### src/rtl/if_id_buffer_if.sv
// Fetch-to-decode bus for the IF/ID pipeline buffer.
// The master side is the fetch stage plus pipeline control;
// the slave side is the buffer that assembles instructions for decode.
interface if_id_buffer_if #(
   parameter int unsigned ADDR_W  = 32,
   parameter int unsigned INSTR_W = 16
);

   // Fetch side
   logic [INSTR_W-1:0] instr_in;
   logic [ADDR_W-1:0]  pc_in;
   logic               fetch_valid;

   // Pipeline control
   logic               stall;
   logic               flush;

   // Decode side
   logic [INSTR_W-1:0] instr_out;
   logic [INSTR_W-1:0] imm_out;
   logic [ADDR_W-1:0]  pc_out;
   logic [1:0]         len_out;
   logic               valid_out;

   modport master (
      output instr_in, pc_in, fetch_valid, stall, flush,
      input  instr_out, imm_out, pc_out, len_out, valid_out
   );

   modport slave (
      input  instr_in, pc_in, fetch_valid, stall, flush,
      output instr_out, imm_out, pc_out, len_out, valid_out
   );

endinterface

### src/rtl/if_id_buffer.sv
// IF/ID pipeline buffer. Collects one- or two-word instructions from the
// fetch stage and presents each complete instruction to decode for one
// cycle. An opcode word with LONG_BIT set is followed by an immediate word.
// Priority each cycle: flush, then stall, then fetch_valid.
module if_id_buffer #(
   parameter int unsigned ADDR_W   = 32,
   parameter int unsigned INSTR_W  = 16,
   parameter int unsigned LONG_BIT = 15
) (
   input  logic           clk,
   input  logic           rst,
   if_id_buffer_if.slave  bus
);

   typedef enum logic {
      FIRST  = 1'b0,
      SECOND = 1'b1
   } state_t;

   state_t             state_q, state_n;
   logic [INSTR_W-1:0] instr_q, instr_n;
   logic [INSTR_W-1:0] imm_q,   imm_n;
   logic [ADDR_W-1:0]  pc_q,    pc_n;
   logic [1:0]         len_q,   len_n;
   logic               valid_q, valid_n;

   logic               is_long;

   assign is_long = bus.instr_in[LONG_BIT];

   // State and output registers; reset clears everything at once.
   always_ff @(posedge clk or negedge rst) begin
      if (!rst) begin
         state_q <= FIRST;
         instr_q <= '0;
         imm_q   <= '0;
         pc_q    <= '0;
         len_q   <= '0;
         valid_q <= 1'b0;
      end else begin
         state_q <= state_n;
         instr_q <= instr_n;
         imm_q   <= imm_n;
         pc_q    <= pc_n;
         len_q   <= len_n;
         valid_q <= valid_n;
      end
   end

   // Next-state and next-output selection: hold by default, then apply
   // flush / stall / fetch in priority order.
   always_comb begin
      state_n = state_q;
      instr_n = instr_q;
      imm_n   = imm_q;
      pc_n    = pc_q;
      len_n   = len_q;
      valid_n = valid_q;

      if (bus.flush) begin
         // Drop any half-built instruction; pc_out keeps its last value.
         state_n = FIRST;
         instr_n = '0;
         imm_n   = '0;
         len_n   = '0;
         valid_n = 1'b0;
      end else if (bus.stall) begin
         // Everything, valid_out included, is frozen.
      end else begin
         valid_n = 1'b0;
         if (bus.fetch_valid) begin
            unique case (state_q)
               FIRST: begin
                  instr_n = bus.instr_in;
                  pc_n    = bus.pc_in;
                  imm_n   = '0;
                  if (is_long) begin
                     len_n   = 2'd2;
                     state_n = SECOND;
                  end else begin
                     len_n   = 2'd1;
                     valid_n = 1'b1;
                  end
               end
               SECOND: begin
                  // Immediate word completes the instruction; its address
                  // is not checked against the opcode address.
                  imm_n   = bus.instr_in;
                  valid_n = 1'b1;
                  state_n = FIRST;
               end
               default: state_n = FIRST;
            endcase
         end
      end
   end

   assign bus.instr_out = instr_q;
   assign bus.imm_out   = imm_q;
   assign bus.pc_out    = pc_q;
   assign bus.len_out   = len_q;
   assign bus.valid_out = valid_q;

endmodule

### src/flat_wrapper.sv
// flat-port wrapper written by rule: the top's interface ports become plain ports
module if_id_buffer_flat 
#(
   parameter int unsigned ADDR_W   = 32,
   parameter int unsigned INSTR_W  = 16,
   parameter int unsigned LONG_BIT = 15
)
  (clk, rst, bus_instr_in, bus_pc_in, bus_fetch_valid, bus_stall, bus_flush, bus_instr_out, bus_imm_out, bus_pc_out, bus_len_out, bus_valid_out);
  if_id_buffer_if #(.ADDR_W(ADDR_W), .INSTR_W(INSTR_W)) bus_i ();
  input  logic clk;
  input  logic rst;
  input wire logic [$bits(bus_i.instr_in)-1:0] bus_instr_in;
  input wire logic [$bits(bus_i.pc_in)-1:0] bus_pc_in;
  input wire logic [$bits(bus_i.fetch_valid)-1:0] bus_fetch_valid;
  input wire logic [$bits(bus_i.stall)-1:0] bus_stall;
  input wire logic [$bits(bus_i.flush)-1:0] bus_flush;
  output wire logic [$bits(bus_i.instr_out)-1:0] bus_instr_out;
  output wire logic [$bits(bus_i.imm_out)-1:0] bus_imm_out;
  output wire logic [$bits(bus_i.pc_out)-1:0] bus_pc_out;
  output wire logic [$bits(bus_i.len_out)-1:0] bus_len_out;
  output wire logic [$bits(bus_i.valid_out)-1:0] bus_valid_out;
  assign bus_i.instr_in = bus_instr_in;
  assign bus_i.pc_in = bus_pc_in;
  assign bus_i.fetch_valid = bus_fetch_valid;
  assign bus_i.stall = bus_stall;
  assign bus_i.flush = bus_flush;
  assign bus_instr_out = bus_i.instr_out;
  assign bus_imm_out = bus_i.imm_out;
  assign bus_pc_out = bus_i.pc_out;
  assign bus_len_out = bus_i.len_out;
  assign bus_valid_out = bus_i.valid_out;
  if_id_buffer #(.ADDR_W(ADDR_W), .INSTR_W(INSTR_W), .LONG_BIT(LONG_BIT)) u_core (.clk(clk), .rst(rst), .bus(bus_i));
endmodule
### config.mk
export PLATFORM = sky130hd
export DESIGN_NAME = if_id_buffer_flat
export DESIGN_NICKNAME = d
export VERILOG_FILES = /design/src/rtl/if_id_buffer_if.sv /design/src/rtl/if_id_buffer.sv /design/src/flat_wrapper.sv
export SDC_FILE = /design/constraint.sdc
export NUM_CORES = 1
export LEC_CHECK = 0
export CORE_MARGIN = 5
export CORE_UTILIZATION = 66
export CTS_CLUSTER_DIAMETER = 40
export DETAILED_ROUTE_END_ITERATION = 12
export DONT_BUFFER_PORTS = 1
export GPL_TIMING_DRIVEN = 0
export MAX_ROUTING_LAYER = met4
export PLACE_DENSITY = 0.82
export SETUP_SLACK_MARGIN = 0.05
export SLEW_MARGIN = 5
export SYNTH_ARGS = -nofsm -noshare
export SYNTH_HDL_FRONTEND = slang
export SYNTH_SLANG_ARGS = --single-unit
### constraint.sdc
create_clock -name clk -period 2.9 [get_ports clk]
set_clock_uncertainty 0.1 [all_clocks]
set_input_delay 0.435 -clock clk [delete_from_list [all_inputs] [get_ports clk]]
set_output_delay 0.435 -clock clk [all_outputs]
set_load 0.01 [all_outputs]
==> impl_metrics.ini <==
[floorplanning]
start_util_pct = 67.38
ios = 120
die_x_microns = 73.44
fp-row-count = 23
dieArea_sq_um = 5393
core-area_sq_um = 3943
die_h_microns = 73.44

[timing]
fin_setup_tns_ns = 0
slew_violations = 0
report.final.setup_viol = 0
finalCriticalPeriod_ns = 1.711
worstMarginPinSlew_ns = 0.4678
hold_viol_final = 0
fin_crit_sh_pct = 58.99
fin_ws_ns = 1.189
maxSlewHeadroom_pct = 68.68
rsz0062_at_grt = false
clock.fmax_mhz = 584.6

[logic_synthesis]
ys_types = 19
netlist_area_sq_um = 2656
synth_cells = 225
synth_xor_xnor_area_share_pct = 0
seq_area_frac_synth_pct = 63.12
synthMuxAreaShare_pct = 13.94
avgSynthCellArea_sq_um = 11.81
syn_nets = 278
synth-compound-area-share_pct = 6.594
yosys.area_share.simple_pct = 12.11
ys_warn_count = 0
synth_adder_area_share_pct = 0
synth-seq-cells = 67
synth_top_family_by_area = multiplexers

[detailed_routing]
drt-pass1-iter-count = 4
drt_iter0_markers = 77
dr_total_vias = 1722
viasPerCell = 5.877
post-route-drc-count = 0
drtAntennaViolNets = 0
post_drt_wl_per_cell_microns = 19.78
highest-signal-layer = met4
totalWireLength_mm = 5.796
route.met2.wl_mm = 2.885
routed-wl-met3_microns = 663
m1WireLength_mm = 2.163

[cells_and_area]
final_common_cell = dfrtp_1
antennaDiodeCount = 0
final_nets = 291
drive_above_1_share_pct = 24.69
instances_no_fill = 293
final_cell_mix = dfrtp_1, nand2_1, a21oi_1
fill_cells = 254
syn2layout_area_growth_pct = 11.54
final_util_pct = 75.15

[grt]
grt_first_pass_wirelength_mm = 9.287
grt_usage_pct = 23.54
antenna_found_initial = 0
overflow = 0
grt_max_degree = 68
grt_pass1_vias = 1799

[clock_network]
cts_num_sinks = 67
cts_root_buf = clkbuf_8
clk_pin_slew_ns = 0.07
cts_made_buffers = 9
post_cts_buffers = 0
cts.htree.levels = 3
cts_resized = 0
ctsHoldBuffers = 2
tritoncts = built
worstSkewPairLatency_ns = 0.32
cts.path.max_buffers = 2

[power_and_ir_drop]
leakage_nw = 1.287
fin_total_pwr_mw = 2.141
pwr_density_cell_nw_per_um2 = 722.7
irDropWorstVdd_mv = 0.4311

[setup_path]
crit_family = simple AND/OR/NAND/NOR gates
path_class = flop to flop
r2r_end = u_core.bus.instr_out[10]$_DFFE_PN0P_
worstReg2RegStart = u_core.state_q$_DFFE_PN0P_
crit_slowest_cell = nor3b_2
cp.depth = 5
crit_path_max_fanout = 10
path_buf_inv = 2
path_cells = buf_2 -> nor3b_2 -> buf_4 -> nand2_1 -> a21oi_1
r2r_setup_slack_ns = 1.19
cp.required_ns = 3.04
critPathCaptureType = flop
arrival_ns = 1.85
reg2reg_depth = 5
startpoint_type = flop
slowest_delay_ns = 0.45

[hold_path]
hold_path_end = u_core.bus.instr_out[1]$_DFFE_PN0P_
min_from = bus_instr_in[1]
holdPathStages = 2
hold_path.class = input port to flop

[placement]
placedCellCount = 275
pre_cts_slack_ns = 1.038
gp_congestion = 0.8436
port_buffers = 0
dp_hpwl_mm = 4.291

[job]
drv_cap = 0

[outcome]
status = completed
[logic make-up after synthesis]
| group | after synthesis |
|---|---|
| and+or+nand+nor | 72 |
| DFF | 67 |
| buffers and inverters | 18 |
| AOI/OAI and AO/OA | 35 |
| muxes | 33 |
[per-stage QoR]
| step | hold slack, ns | area [sq um] |
|---|---|---|
| 3_5_place_dp | 0.04053 | 2719 |
| 4_1_cts | 0.1342 | 2963 |
| 5_1_grt | 0.1375 | 2963 |
| 2_1_floorplan | 0.03941 | 2656 |
| 6_report | 0.1377 | 2963 |
| 3_3_place_gp | 0.04060 | 2719 |
[worst reg2reg max path, stage by stage (launching register included)]
cell and delay (ns):
dfrtp_1 0.41, buf_2 0.20, nor3b_2 0.45, buf_4 0.26
nand2_1 0.07, a21oi_1 0.15
[report_power, final]
| part | switching (mW) | leakage, nW | internal (mW) |
|---|---|---|---|
| combinational | 0.0892 | 0.322 | 0.0989 |
| clock | 0.313 | 0.104 | 0.470 |
| sequential | 0.128 | 0.861 | 1.04 |
[synthesized netlist by cell type, drive strengths merged]
master / n / area (sq um)
clkbuf: 5 / 18.77
nor2: 1 / 3.750
nand2: 50 / 187.7
or3b: 1 / 8.760
nor2b: 1 / 6.260
nor3: 1 / 16.27
o21ai: 1 / 5.000
nand3: 16 / 80.08
dfrtp: 67 / 1677
a21oi: 34 / 170.2
mux2: 32 / 360.3
nor3b: 1 / 12.51
buf: 12 / 90.08
nand2b: 1 / 6.260
inv: 1 / 3.750
mux2i: 1 / 10.01
[per-layer routing]
| metal | GRT usage, % | vias up |
|---|---|---|
| met5 | - | - |
| met4 | 7.646 | 0 |
| met3 | 6.977 | 11 |
| met2 | 37.01 | 93 |
| met1 | 29.42 | 832 |
| li1 | - | 786 |
[final cells by class]
class	instances	area [sq um]	area share, %
clock buffers	15	176.4	5.954
well taps	50	62.56	2.111
flip-flops and latches	67	1677	56.59
clock inverters	1	30.03	1.014
repair buffers	2	37.54	1.267
multi-input cells	140	867.1	29.27
inverters	1	3.754	0.1267
plain buffers	17	108.9	3.674
[worst max-delay path by stage]
stage	from	to	slack, ns
2_1_floorplan	bus_flush	u_core.bus.pc_out[10]$_DFFE_PN0P_	1.24
3_3_place_gp	bus_flush	u_core.bus.pc_out[22]$_DFFE_PN0P_	1.07
3_5_place_dp	bus_flush	u_core.bus.pc_out[9]$_DFFE_PN0P_	1.04
4_1_cts	u_core.state_q$_DFFE_PN0P_	u_core.bus.instr_out[10]$_DFFE_PN0P_	1.18
5_1_grt	u_core.state_q$_DFFE_PN0P_	u_core.bus.instr_out[7]$_DFFE_PN0P_	1.07
6_report	u_core.state_q$_DFFE_PN0P_	u_core.bus.instr_out[10]$_DFFE_PN0P_	1.19
[state kept, by name (all words and copies together) (netlist names)]
name	count
u_core.bus.imm_out	16
u_core.bus.instr_out	16
u_core.bus.len_out	1
u_core.bus.pc_out	32
u_core.bus.valid_out	1
u_core.state_q	1
(Power assumes the default switching activity.)
==> RTL change 1, RTL diff (same flow settings) <==
`imm_q` no longer has a reset.
--- a/src/rtl/if_id_buffer.sv
+++ b/src/rtl/if_id_buffer.sv
@@ -35,3 +35,2 @@
          instr_q <= '0;
-         imm_q   <= '0;
          pc_q    <= '0;
@@ -42,3 +41,2 @@
          instr_q <= instr_n;
-         imm_q   <= imm_n;
          pc_q    <= pc_n;
@@ -47,2 +45,6 @@
       end
+   end
+
+   always_ff @(posedge clk) begin
+      imm_q <= imm_n;
    end
Check against the original RTL: differs if rst is asserted again (counterexample within 4 cycles, from zero or initial values and one cycle with rst low); with rst held inactive, the same outputs for 4 cycles.
==> RTL change 1 against the unedited design <==
- sequential cell count unchanged
- fmax grew 2.6%
- design area down 4.2%
- via count down 1.8%
- wire length grew 0.33%
- worst setup slack better by 43 ps
- synthesized area down 3.1%
- power shrank 6.3%
- die area shrank 2.7%
- critical path type unchanged
==> RTL change 1: results (changes against the unedited design) <==
Clock latency on the worst-skew pair, taken at its later pin, is between 300 and 400 ps. The number of distinct library cells after synthesis is 20 (+1). The number of port buffers was 0 (unchanged). The number of post-CTS setup repair buffers is 0 (unchanged).

The area taken by flip-flops and latches is 1600 um2 (-4.8%). The depth of the worst register-to-register path is 5 (unchanged). The maximum fanout encountered on the critical timing path came out at 10 (unchanged). The via count of the first global-routing pass came out at 1790 (-0.50%). The worst hold path begins at bus_instr_in[6]. Sorting the synthesized cells by area gives the leading types as dfrtp_1 (50%), mux2_2 (14%), dfxtp_1 (12%). The routability-driven placement congestion ratio came out at 0.846 (+0.30%). The number of buffers created by CTS came out at 9 (unchanged).

The routed wirelength normalized by instance count came to 20.0 um (+1.0%). The count of routing violations after the opening detailed-route iteration is 75 (-2.6%). The via count came out at 1691 (-1.8%). The register area share after synthesis came to 62.0% (-1.1 points). The fraction of registers with async set or reset after synthesis was 76.1% (-24 points). The slew at the pin closest to its max-slew limit is 469 ps (+1.28 ps). The number of synthesized flops with an enable pin is 0 (unchanged). The pin count of the biggest net entering global routing came out at 52 (-24%). The highest ir drop seen on vdd came out at 0.445 mV (+3.3%).

The total wire length is 5.82 mm (+0.33%). The slack of the worst reg-to-reg path is 1230 ps (+40 ps). In this run the critical register-to-register path is captured at u_core.bus.instr_out[14]. The flow ran to the end, and the final reports show no timing, DRC or antenna violations. The initial antenna violation count came to 0 (unchanged). Among all flip-flop cells after synthesis, the most frequent one is dfrtp_1.

The placed wire-length estimate after detailed placement came out at 4.50 mm (+4.9%). The tree is rooted in a clkbuf_8. The combinational logic power came out at around 0.19 mW. The worst hold path stage count came to 2 (unchanged). The path with the worst hold slack has its endpoint at u_core.bus.instr_out[6].

The standby leakage power is 1.17 nW (-9.4%). The global-route usage over all layers is 23.4% (-0.15 points). The signal arrival time at the worst endpoint is 1760 ps (-90 ps).

The internal power is 1.47 mW (-8.7%). The final hold slack came out at 133 ps (-4.54 ps). The net count of the mapped netlist is 278 (unchanged). The global-route wire length before repair was 9.00 mm (-3.0%). The flip-flop count of the largest register after layout is 32 (unchanged). The maximum level of the CTS H-tree came out at 3 (unchanged). The post-placement cell area was 2640 um2 (-3.1%).

The post-synthesis area per instance came to 11.4 um2 (-3.1%). The total iterations of the first detailed-routing run came out at 4 (unchanged). The cell at the slowest stage of the critical path is or3b_2.

The power in sequential cells is 1.17 mW (about the same). Ranked by instance count, the synthesized netlist is headed by dfrtp_1 (51), nand2_1 (50), a21oi_1 (34). The final-layout fill cell count came to 255 (+0.39%). The worst stage delay on the critical path came to 480 ps (+30 ps). The number of cells in the design after placement is 273 (-0.73%). The fraction of layout cells with a size suffix above 1 came to 23.9% (-0.82 points).
## RTL change 1: worst register-to-register path, cell delays in order (launching register included)
cell and delay [ps]:
dfrtp_1 420, or3b_2 480, buf_2 180, buf_2 190
nand2_1 100, a21oi_1 70
## RTL change 1: how the worst max path moves through the flow
stage                   startpoint                       end  slack [ps]  cells past startpoint
floorplan                bus_stall     u_core.bus.pc_out[11]        1250                      5
global placement         bus_flush      u_core.bus.pc_out[9]        1110                      4
detailed placement       bus_flush     u_core.bus.pc_out[31]        1080                      4
CTS                 u_core.state_q  u_core.bus.instr_out[14]        1230                      5
global route        u_core.state_q   u_core.bus.instr_out[7]        1110                      5
finish              u_core.state_q  u_core.bus.instr_out[14]        1230                      5
## RTL change 1: area by class of cell
class,count,area share [%]
Buffer,17,3.79
Timing Repair Buffer,2,1.32
Clock inverter,2,0.441
Tap cell,48,2.12
Clock buffer,14,5.38
Inverter,1,0.132
Multi-Input combinational cell,140,30.6
Sequential cell,67,56.3
## RTL change 1: kinds of logic after synthesis
group,after synthesis,synth area share (%)
and+or+nand+nor,72,12.5
DFF,67,62.0
AOI/OAI and AO/OA,35,6.80
muxes,33,14.4
buffers and inverters,18,4.32
## RTL change 1: repair_timing
item | in CTS | in global routing
endpoints found under the hold margin | 51 | 0
hold buffers | 2 | 0
resized for setup | 0 | 0
## RTL change 1: layer usage
metal	GRT usage, %	part of all wire, %	vias up	wire (um)
li1	-	-	776	-
met1	25.8	36	814	2090
met2	39.2	52	93	3010
met3	9.28	12	8	669
met4	6.76	0.71	0	41
met5	-	0	-	0
## RTL change 1: through the flow
step | total power, mW | setup WS [ps]
floorplan | 1.30 | 1250
global placement | 1.34 | 1110
detailed placement | 1.36 | 1080
CTS | 2.02 | 1230
global route | 2.10 | 1110
finish | 2.01 | 1230
==> RTL change 2, RTL diff (config.mk and constraints unchanged) <==
Without the edit above. `ADDR_W` is set to 32 in 3 places; all go to 28.
--- a/src/rtl/if_id_buffer_if.sv
+++ b/src/rtl/if_id_buffer_if.sv
@@ -4,3 +4,3 @@
 interface if_id_buffer_if #(
-   parameter int unsigned ADDR_W  = 32,
+   parameter int unsigned ADDR_W  = 28,
    parameter int unsigned INSTR_W = 16
--- a/src/rtl/if_id_buffer.sv
+++ b/src/rtl/if_id_buffer.sv
@@ -5,3 +5,3 @@
 module if_id_buffer #(
-   parameter int unsigned ADDR_W   = 32,
+   parameter int unsigned ADDR_W   = 28,
    parameter int unsigned INSTR_W  = 16,
--- a/src/flat_wrapper.sv
+++ b/src/flat_wrapper.sv
@@ -3,3 +3,3 @@
 #(
-   parameter int unsigned ADDR_W   = 32,
+   parameter int unsigned ADDR_W   = 28,
    parameter int unsigned INSTR_W  = 16,
Ports: changed (resized bus_pc_in and bus_pc_out); port bits go from 120 to 112. No check against the original RTL was run, so the function may have changed too.
==> RTL change 2 against the unedited design <==
- clock power fell by 19%
- sequential power decreased by 7%
- fmax decreased by 1.8%
- power down 11%
- sequential cell count shrank 4
- synthesized area shrank 6.1%
- die area decreased by 5.3%
- synthesized cell count down 4.0%
- critical path depth unchanged
- design area fell by 7.0%
- wire length shrank 2.3%
- worst setup slack lost 31 ps
- via count fell by 3.3%
- critical endpoint is now u_core.bus.instr_out[8]
==> RTL change 2: results (changes against the unedited design) <==
The run finished with clean final reports. The fraction of registers with async set or reset after synthesis came out at 100% (unchanged). Sorting the synthesized cells by how often they occur yields dfrtp_1 (63), nand2_1 (50), a21oi_1 (34). The post-cts resize count came out at 0 (unchanged).

The final hold slack came to 140 ps (+1.87 ps). The number of post-CTS setup repair buffers was 0 (unchanged). The clock latency on the worst-skew pair came out at 320 ps (about the same).

The routability-driven placement congestion ratio is 0.807 (-4.4%). The number of port buffers came out at 0 (unchanged). The fraction of layout cells with a size suffix above 1 is 22.0% (-2.7 points). The flip-flop count of the largest register after layout was 28 (-13%). The standby leakage power came to 1.19 nW (-7.3%). The cell class contributing the biggest share of worst-path delay is simple AND/OR/NAND/NOR gates. The worst hold path stage count is 2 (unchanged). The pin count of the biggest net entering global routing came out at 64 (-5.9%). The count of routing violations after the opening detailed-route iteration is 79 (+2.6%). The initial antenna violation count came out at 0 (unchanged). The hold buffer count at CTS is 2 (unchanged). The post-placement cell area is 2550 um2 (-6.0%).

The clock root buffer is clkbuf_8. The placed wire-length estimate after detailed placement is 4.22 mm (-1.6%). The maximum fanout encountered on the critical timing path came out at 10 (unchanged). The final layout net count came out at 278 (-4.5%). The via count of the first global-routing pass is 1773 (-1.4%). The number of buffers on the longest clock path came out at 2 (unchanged). The class of the worst hold path is input pin to flop. The yosys synthesis warning count was 0 (unchanged).

The clock transition time at the flip-flop clock pins of the worst setup and hold paths is 60 ps. The global-route wire length before repair came out at 9.04 mm (-2.7%). The number of buffers created by CTS was 9 (unchanged). The worst-case headroom to the max-slew limit came out at 64.3% (-4.4 points). The depth of the worst register-to-register path is 5 (unchanged). The maximum level of the CTS H-tree is 3 (unchanged). The cell at the slowest stage of the critical path is or3b_2. The number of distinct library cells after synthesis was 20 (+1).

The worst hold path begins at bus_instr_in[5]. The register area share after synthesis is 63.2% (+0.071 points). The worst hold path terminates at u_core.bus.instr_out[5]. The slack of the worst reg-to-reg path is 1160 ps (-30 ps).

The worst flop-to-flop path endpoint is u_core.bus.instr_out[8]. The final-layout fill cell count came out at 236 (-7.1%). The count of antenna diodes in the layout came out at 0 (unchanged).

The highest ir drop seen on vdd came out at 0.455 mV (+5.5%). The internal power came out at 1.41 mW (-12%). In this run the critical register-to-register path is launched from u_core.state_q. The average vias per placed instance was 5.95 (+1.2%). The signal arrival time at the worst endpoint came out at 1830 ps (-20 ps).

The worst stage delay on the critical path is 490 ps (+40 ps). The dominant register cell in the synthesized netlist is dfrtp_1. The total iterations of the first detailed-routing run is 4 (unchanged). The routed wirelength normalized by instance count is 20.2 um (+2.3%). The net count of the mapped netlist came out at 265 (-4.7%). The global-route usage over all layers came out at 23.9% (+0.40 points).

By area the synthesized netlist is led by dfrtp_1 (63%), mux2_2 (12%), nand2_1 (7.5%).
==> RTL change 2: area by class of cell <==
| cell class | count | area share (%) |
|---|---|---|
| repair buffers | 2 | 1.36 |
| well taps | 48 | 2.18 |
| clock buffers | 13 | 5.76 |
| multi-input cells | 136 | 29.9 |
| clock inverters | 1 | 0.182 |
| plain buffers | 16 | 3.31 |
| flip-flops and latches | 63 | 57.2 |
| inverters | 1 | 0.136 |
==> RTL change 2: logic make-up (layout without fill, tap and decap cells) <==
| group | count (synthesis) | count (layout) | synth area share [%] |
|---|---|---|---|
| AO/OA/AOI/OAI | 35 | 35 | 7.02 |
| multiplexers | 29 | 29 | 13.0 |
| flip-flops | 63 | 63 | 63.2 |
| buffers and inverters | 17 | 33 | 3.81 |
| AND/OR/NAND/NOR | 72 | 72 | 12.9 |
==> RTL change 2: per-layer routing <==
| metal | routed length (um) | GRT usage, % |
|---|---|---|
| met1 | 1960 | 25.9 |
| met3 | 677 | 8.84 |
| met5 | 0 | - |
| met2 | 2890 | 38.6 |
| met4 | 146 | 12.1 |
==> RTL change 2: worst max-delay path by stage <==
stage	from	endpoint	slack [ps]
6_report	u_core.state_q	u_core.bus.instr_out[8]	1160
5_1_grt	u_core.state_q	u_core.bus.instr_out[8]	1020
4_1_cts	u_core.state_q	u_core.bus.instr_out[8]	1160
3_5_place_dp	bus_flush	u_core.bus.pc_out[23]	900
3_3_place_gp	bus_flush	u_core.bus.pc_out[26]	960
2_1_floorplan	bus_flush	u_core.bus.pc_out[10]	1130
==> RTL change 2: through the flow <==
stage	utilization (%)	cells	setup slack, ps
global route	75.3	280	1020
CTS	75.3	280	1160
detailed placement	69.8	264	902
global placement	69.8	264	957
finish	75.3	280	1160
floorplan	-	216	1130
==> RTL change 2: worst reg2reg max path: stages, from the launching register on <==
cell      delay [ps]
dfrtp_1          420
or3b_2           490
clkbuf_1         220
buf_2            230
nand2_1           80
a21oi_1           80
==> RTL change 2: power groups by stage <==
stage | clock [mW] | combinational [mW] | sequential [mW]
after floorplan | 0 | 0.127 | 1.08
after CTS | 0.649 | 0.177 | 1.09
final | 0.634 | 0.174 | 1.09
after global placement | 0 | 0.140 | 1.10
after global routing | 0.684 | 0.195 | 1.10
after detailed placement | 0 | 0.153 | 1.11
